===== src/rtl/sol1_bus_ctrl.sv =====
// Sol-1 external bus sequencer: one memory/I/O cycle per core request with
// setup/strobe/wait timing, bus timeout, and a DMA request/acknowledge handshake.
module sol1_bus_ctrl #(
  parameter int SETUP_CYCLES  = 1,
  parameter int STROBE_CYCLES = 2,
  parameter int WAIT_TIMEOUT  = 255
) (
  input  logic        clk,
  input  logic        arst,
  input  logic        req_rd,
  input  logic        req_wr,
  input  logic        req_io,
  input  logic [5:0]  req_page,
  input  logic [15:0] req_mar,
  input  logic [7:0]  req_wdata,
  input  logic        pad_wait,
  input  logic        dma_req,
  input  logic [7:0]  data_in,
  output logic [21:0] addr,
  output logic [7:0]  data_out,
  output logic        data_oe,
  output logic        rd,
  output logic        wr,
  output logic        mem_io,
  output logic        dma_ack,
  output logic        busy,
  output logic        done,
  output logic [7:0]  rd_data,
  output logic        bus_err
);
  typedef enum logic [2:0] {IDLE, SETUP, STROBE, HOLD, DMA, REL} state_t;

  localparam logic [7:0] SETUP_LAST  = 8'(SETUP_CYCLES - 1);
  localparam logic [7:0] STROBE_LAST = 8'(STROBE_CYCLES - 1);
  localparam logic [7:0] WAIT_MAX    = 8'(WAIT_TIMEOUT);

  state_t      state, state_nx;
  logic [7:0]  cnt, cnt_nx, wcnt, wcnt_nx;
  logic        is_rd, is_rd_nx;
  logic        pw_meta, pw_s, dr_meta, dr_s;
  logic [21:0] addr_nx;
  logic [7:0]  data_out_nx, rd_data_nx;
  logic        data_oe_nx, rd_nx, wr_nx, mem_io_nx, dma_ack_nx, busy_nx, done_nx, bus_err_nx;

  always_ff @(posedge clk or posedge arst) begin
    if (arst) begin
      pw_meta <= 1'b0; pw_s <= 1'b0;
      dr_meta <= 1'b0; dr_s <= 1'b0;
    end else begin
      pw_meta <= pad_wait; pw_s <= pw_meta;
      dr_meta <= dma_req;  dr_s <= dr_meta;
    end
  end

  always_ff @(posedge clk or posedge arst) begin
    if (arst) begin
      state    <= IDLE;
      cnt      <= '0;
      wcnt     <= '0;
      is_rd    <= 1'b0;
      addr     <= '0;
      data_out <= '0;
      data_oe  <= 1'b0;
      rd       <= 1'b0;
      wr       <= 1'b0;
      mem_io   <= 1'b0;
      dma_ack  <= 1'b0;
      busy     <= 1'b0;
      done     <= 1'b0;
      rd_data  <= '0;
      bus_err  <= 1'b0;
    end else begin
      state    <= state_nx;
      cnt      <= cnt_nx;
      wcnt     <= wcnt_nx;
      is_rd    <= is_rd_nx;
      addr     <= addr_nx;
      data_out <= data_out_nx;
      data_oe  <= data_oe_nx;
      rd       <= rd_nx;
      wr       <= wr_nx;
      mem_io   <= mem_io_nx;
      dma_ack  <= dma_ack_nx;
      busy     <= busy_nx;
      done     <= done_nx;
      rd_data  <= rd_data_nx;
      bus_err  <= bus_err_nx;
    end
  end

  always_comb begin
    state_nx    = state;
    cnt_nx      = cnt;
    wcnt_nx     = wcnt;
    is_rd_nx    = is_rd;
    addr_nx     = addr;
    data_out_nx = data_out;
    data_oe_nx  = data_oe;
    rd_nx       = rd;
    wr_nx       = wr;
    mem_io_nx   = mem_io;
    dma_ack_nx  = dma_ack;
    busy_nx     = busy;
    done_nx     = 1'b0;
    bus_err_nx  = 1'b0;
    rd_data_nx  = rd_data;
    unique case (state)
      IDLE: begin
        // CPU request takes priority over a DMA request seen on the same edge
        if (req_rd ^ req_wr) begin
          state_nx    = SETUP;
          addr_nx     = {req_page, req_mar};
          mem_io_nx   = req_io;
          data_out_nx = req_wdata;
          data_oe_nx  = req_wr;
          is_rd_nx    = req_rd;
          busy_nx     = 1'b1;
          cnt_nx      = '0;
        end else if (req_rd & req_wr) begin
          state_nx   = HOLD;
          busy_nx    = 1'b1;
          done_nx    = 1'b1;
          bus_err_nx = 1'b1;
        end else if (dr_s) begin
          state_nx   = DMA;
          dma_ack_nx = 1'b1;
          addr_nx    = '0;
          data_oe_nx = 1'b0;
          busy_nx    = 1'b1;
        end
      end
      SETUP: begin
        if (cnt == SETUP_LAST) begin
          state_nx = STROBE;
          cnt_nx   = '0;
          wcnt_nx  = '0;
          rd_nx    = is_rd;
          wr_nx    = ~is_rd;
        end else begin
          cnt_nx = cnt + 8'd1;
        end
      end
      STROBE: begin
        // wait states only count once the minimum strobe width has elapsed
        if (cnt != STROBE_LAST) begin
          cnt_nx = cnt + 8'd1;
        end else if (pw_s && wcnt != WAIT_MAX) begin
          wcnt_nx = wcnt + 8'd1;
        end else begin
          state_nx   = HOLD;
          rd_nx      = 1'b0;
          wr_nx      = 1'b0;
          done_nx    = 1'b1;
          bus_err_nx = pw_s;
          if (is_rd && !pw_s) rd_data_nx = data_in;
        end
      end
      HOLD: begin
        state_nx   = IDLE;
        busy_nx    = 1'b0;
        data_oe_nx = 1'b0;
      end
      DMA: begin
        if (!dr_s) begin
          state_nx   = REL;
          dma_ack_nx = 1'b0;
        end
      end
      REL: begin
        state_nx = IDLE;
        busy_nx  = 1'b0;
      end
      default: state_nx = IDLE;
    endcase
  end
endmodule


===== config.mk =====
export PLATFORM = sky130hd
export DESIGN_NAME = sol1_bus_ctrl
export DESIGN_NICKNAME = d
export VERILOG_FILES = /design/src/rtl/sol1_bus_ctrl.sv
export SDC_FILE = /design/constraint.sdc
export NUM_CORES = 1
export LEC_CHECK = 0
export BUFFER_PORTS_ARGS = -buffer_cell sky130_fd_sc_hd__buf_2
export CAP_MARGIN = 5
export CORE_ASPECT_RATIO = 0.6
export CORE_UTILIZATION = 46
export DETAILED_ROUTE_END_ITERATION = 7
export GPL_TIMING_DRIVEN = 0
export HOLD_SLACK_MARGIN = 0.03
export PLACE_DENSITY = 0.75
export REMOVE_ABC_BUFFERS = 1
export SLEW_MARGIN = 25
export SYNTH_ARGS = -nofsm -noshare
export SYNTH_HDL_FRONTEND = slang
export SYNTH_SLANG_ARGS = --single-unit

===== constraint.sdc =====
create_clock -name clk -period 2.2 [get_ports clk]
set_clock_uncertainty 0.15 [all_clocks]
set_input_delay 0.44 -clock clk [delete_from_list [all_inputs] [get_ports clk]]
set_output_delay 0.44 -clock clk [all_outputs]
set_load 0.03 [all_outputs]

==> results.txt <==
- The worst path uses 94.8% of the clock period.
- The mapped netlist covers 3120 sq um.
- Remaining Overflow, GRT: 0
* Vias in the first global route: 2310
- Avg Synthesized Cell Area: 11.7 sq um
- First drt pass iteration count: 4
- Detailed routing inserted a total of 2421 vias.
* Final nets: 415
- WL final: 6900 microns
* Maximum number of pins on one net before global-route repair: 51
- Met1 demand-to-capacity share in global routing: 30.6%
- The repair_antennas step left the layout with diodes totalling 0.
* Max-cap viol count: 0
- The filler cells instantiated in the layout total 507.
- At the later pin of the worst-skew pair, clock insertion delay measures 0.33 ns.
- The H-tree was split into 3 levels.
- The startpoint identified for the worst register-to-register timing path is state[1].
- For this run, global-route usage on met2 was measured as 29.9%.
* Hold path cells: 1
- Predominant post-synthesis flop cell: sky130_fd_sc_hd__dfrtp_1
* Proportion of netlist area held by the largest area contributor: 56.1%
- Worst ir drop on vdd: 1.06 mV
- In this run the tool buffered the top-level ports with 90 buffer cells.
* Register area share after synthesis: 56.1%
* CTS Root Cell: sky130_fd_sc_hd__clkbuf_16
* Type of the worst setup path: flop to flop
- Along the worst path, the maximum fanout reaches 17.
* Layout overhead on the synthesized area: 29.2%
* GR met3 Demand/Resource: 10.4%
- Tightest Pin Transition: 0.605 ns
- The clock passes through at most 2 buffers.
- After global routing, the most crowded layer is met1.
- After synthesis, the share of flip-flops with an asynchronous set or reset is 100%.
* Post-layout util: 63.8%
- Global routing used 22.0% of the available tracks.
- STA classifies the critical path endpoint as a flop.
- Detailed placer's ending HPWL: 4850 microns
* Leakage power of the design: 1.96 nW
* Register-to-register setup slack: 0.11 ns
* Wire length per cell: 15.3 microns
* Count of unique library cells instantiated by Yosys: 46
- Total of endpoints with negative setup slack in the final report: 0
- Final hold analysis gives a worst-case slack of 0.0700 ns.
- The multi-input combinational cells in the finished layout cover a total of 1320 sq um.
- The floorplan has 22 rows.
* Synth top area cells: sky130_fd_sc_hd__dfrtp_1 (56%), sky130_fd_sc_hd__a22o_1 (6.4%), sky130_fd_sc_hd__mux2_2 (6.1%)
- R2r worst-path depth: 4
- Worst path arrival time: 2.12 ns
- Footprint of the flip-flops and latches: 1750 sq um
- Launch point of the critical path: state[1]
- Cell taking the most area after synthesis: sky130_fd_sc_hd__dfrtp_1
* Setup slack at placement: -0.569 ns
- After clock tree synthesis, the clock-pin slew on the worst setup and hold paths is 0.06 ns.
- Starting utilization of the core area: 49.3%
- In this run, CTS created clock tree buffers numbering 9.
- Routability congestion estimate from global placement: 0.784
- Derived from the worst setup path, the maximum achievable clock frequency is 479 MHz.
* Wire length of the first global-routing pass: 11500 microns
- Of the cells placed in the final design, the portion with a size suffix greater than 1 is 39.8%.
- Dividing total power by cell area gives a power density of 1610 nW/um^2.
- Leading cell type by number of instances after synthesis: sky130_fd_sc_hd__dfrtp_1
- Setup TNS: 0 ns
- Residual DRC count: 0
* Result of the run: finished, final reports clean
- The count of endpoints failing hold in the final timing report came to 0.
- For this design the top-level I/O count stands at 91.
- Relative slew margins: 59.7%
- Initial DRC count: 150
* Critical register-to-register path endpoint: wcnt[1]
- CTS tree: built
- CP startpoint kind: flop
* Die outline width: 108 microns
* Synth cell count leaders: sky130_fd_sc_hd__dfrtp_1 (70), sky130_fd_sc_hd__a22o_1 (23), sky130_fd_sc_hd__nand2_1 (20), sky130_fd_sc_hd__o21ai_0 (19), sky130_fd_sc_hd__nor2_1 (18)
* HP Class: primary input to flop
- Number of enable flip-flop cells after synthesis: 0
- Hold Path Origin: dma_req
* Worst path setup slack after routing: 0.114 ns
- Sink count of the clock tree: 70
- The number of max-slew violations in the final report was 0.
* Die Ht: 65.8 microns
- The count of nets left with antenna violations once routing finished came out at 0.
- Min Tclk post-route: 2.09 ns
* Area inside the core boundary: 6330 sq um
- The cell count after synthesis came out at 267.
- The die covers 7140 sq um.
- Dividing the detail-routed via count by the number of cells gives 5.37.
- Yosys printed 0 warnings.
- The completed layout was analyzed and its total power is 6.49 mW.
* Initial antenna violation count: 0
- Total of flip-flops plus latches after synthesis: 70
- The worst hold path terminates at dr_meta.
- Required time of the worst setup path: 2.24 ns
## registers in the layout (all words and copies together), names as in the netlist, 3 cells and up
signal / flops
addr: 22
data_out: 8
wcnt: 8
state: 3
cnt: 8
rd_data: 8
## placed cells by master (no fill, tap or decap), types with 2 or more instances in the layout
master | synthesis | layout
sky130_fd_sc_hd__xor2_1 | 5 | 5
sky130_fd_sc_hd__inv_1 | 7 | 6
sky130_fd_sc_hd__ha_1 | 8 | 8
sky130_fd_sc_hd__nand2_1 | 20 | 19
sky130_fd_sc_hd__clkinvlp_4 | 0 | 2
sky130_fd_sc_hd__o22ai_1 | 2 | 2
sky130_fd_sc_hd__mux2_2 | 17 | 17
sky130_fd_sc_hd__o21ai_0 | 19 | 19
sky130_fd_sc_hd__and2_2 | 1 | 2
sky130_fd_sc_hd__clkbuf_16 | 0 | 9
sky130_fd_sc_hd__nand4_1 | 4 | 4
sky130_fd_sc_hd__a22o_1 | 23 | 23
sky130_fd_sc_hd__dfrtp_2 | 0 | 2
sky130_fd_sc_hd__dfrtp_1 | 70 | 68
sky130_fd_sc_hd__bufinv_16 | 0 | 2
sky130_fd_sc_hd__nand3_1 | 7 | 7
sky130_fd_sc_hd__buf_2 | 5 | 90
sky130_fd_sc_hd__o22a_1 | 2 | 2
sky130_fd_sc_hd__a21oi_1 | 9 | 9
sky130_fd_sc_hd__and2_1 | 4 | 3
sky130_fd_sc_hd__or3_1 | 3 | 3
sky130_fd_sc_hd__buf_4 | 0 | 3
sky130_fd_sc_hd__nor3_1 | 8 | 7
sky130_fd_sc_hd__a31oi_1 | 3 | 3
sky130_fd_sc_hd__nor2_1 | 18 | 18
sky130_fd_sc_hd__and3b_1 | 2 | 2
sky130_fd_sc_hd__and3_2 | 3 | 3
## critical path, cell delays in order (launching register included)
cell and delay (ns):
sky130_fd_sc_hd__dfrtp_2 0.55, sky130_fd_sc_hd__inv_1 0.13, sky130_fd_sc_hd__or3_1 0.43, sky130_fd_sc_hd__o21ai_1 0.49, sky130_fd_sc_hd__o21ai_0 0.18
## routing by layer
metal	wire (microns)	vias up
met2	2890	90
met4	71	0
li1	-	1164
met5	0	-
met1	3390	1160
met3	549	7
## where the power goes
group / internal (mW) / switching, mW
combinational: 1.03 / 1.71
clock: 0.995 / 0.553
sequential: 1.79 / 0.422
total: 3.81 / 2.68
## final cells by class
cell class | count | area share [%]
Tap cell | 84 | 2.60
Clock inverter | 7 | 2.42
Inverter | 7 | 0.713
Multi-Input combinational cell | 179 | 32.6
Clock buffer | 9 | 5.58
Timing Repair Buffer | 95 | 12.6
Sequential cell | 70 | 43.4
## stage by stage
step,instance area (sq um),std cells
final,4040,451
after CTS,4010,449
after global placement,3620,430
after detailed placement,3650,431
after global routing,4040,451
after floorplan,3070,256
## logic make-up (layout without fill, tap and decap cells)
| group | after synthesis | count (layout) | share of synthesized area, % |
|---|---|---|---|
| AOI/OAI and AO/OA | 67 | 67 | 15.5 |
| xor gates and xnor gates | 6 | 6 | 1.68 |
| adders and majority gates | 8 | 8 | 3.20 |
| buffers and inverters | 18 | 118 | 2.60 |
| DFF | 70 | 70 | 56.1 |
| muxes | 18 | 18 | 6.45 |
| and+or+nand+nor | 80 | 80 | 14.5 |
## worst max-delay path by stage
stage / end / cells after the start
floorplan: addr[0] / 1
global placement: done / 2
detailed placement: addr[6] / 4
CTS: cnt[6] / 6
global route: addr[0] / 4
finish: wcnt[1] / 4
## repair_timing
action,in CTS,in global routing
pin swaps,1,3
resized for setup,6,4
hold buffers,1,0
endpoints found under the hold margin,20,0
setup buffers,1,2
setup endpoints to repair,44,39
Note: power is estimated with default switching activity, not from simulation.
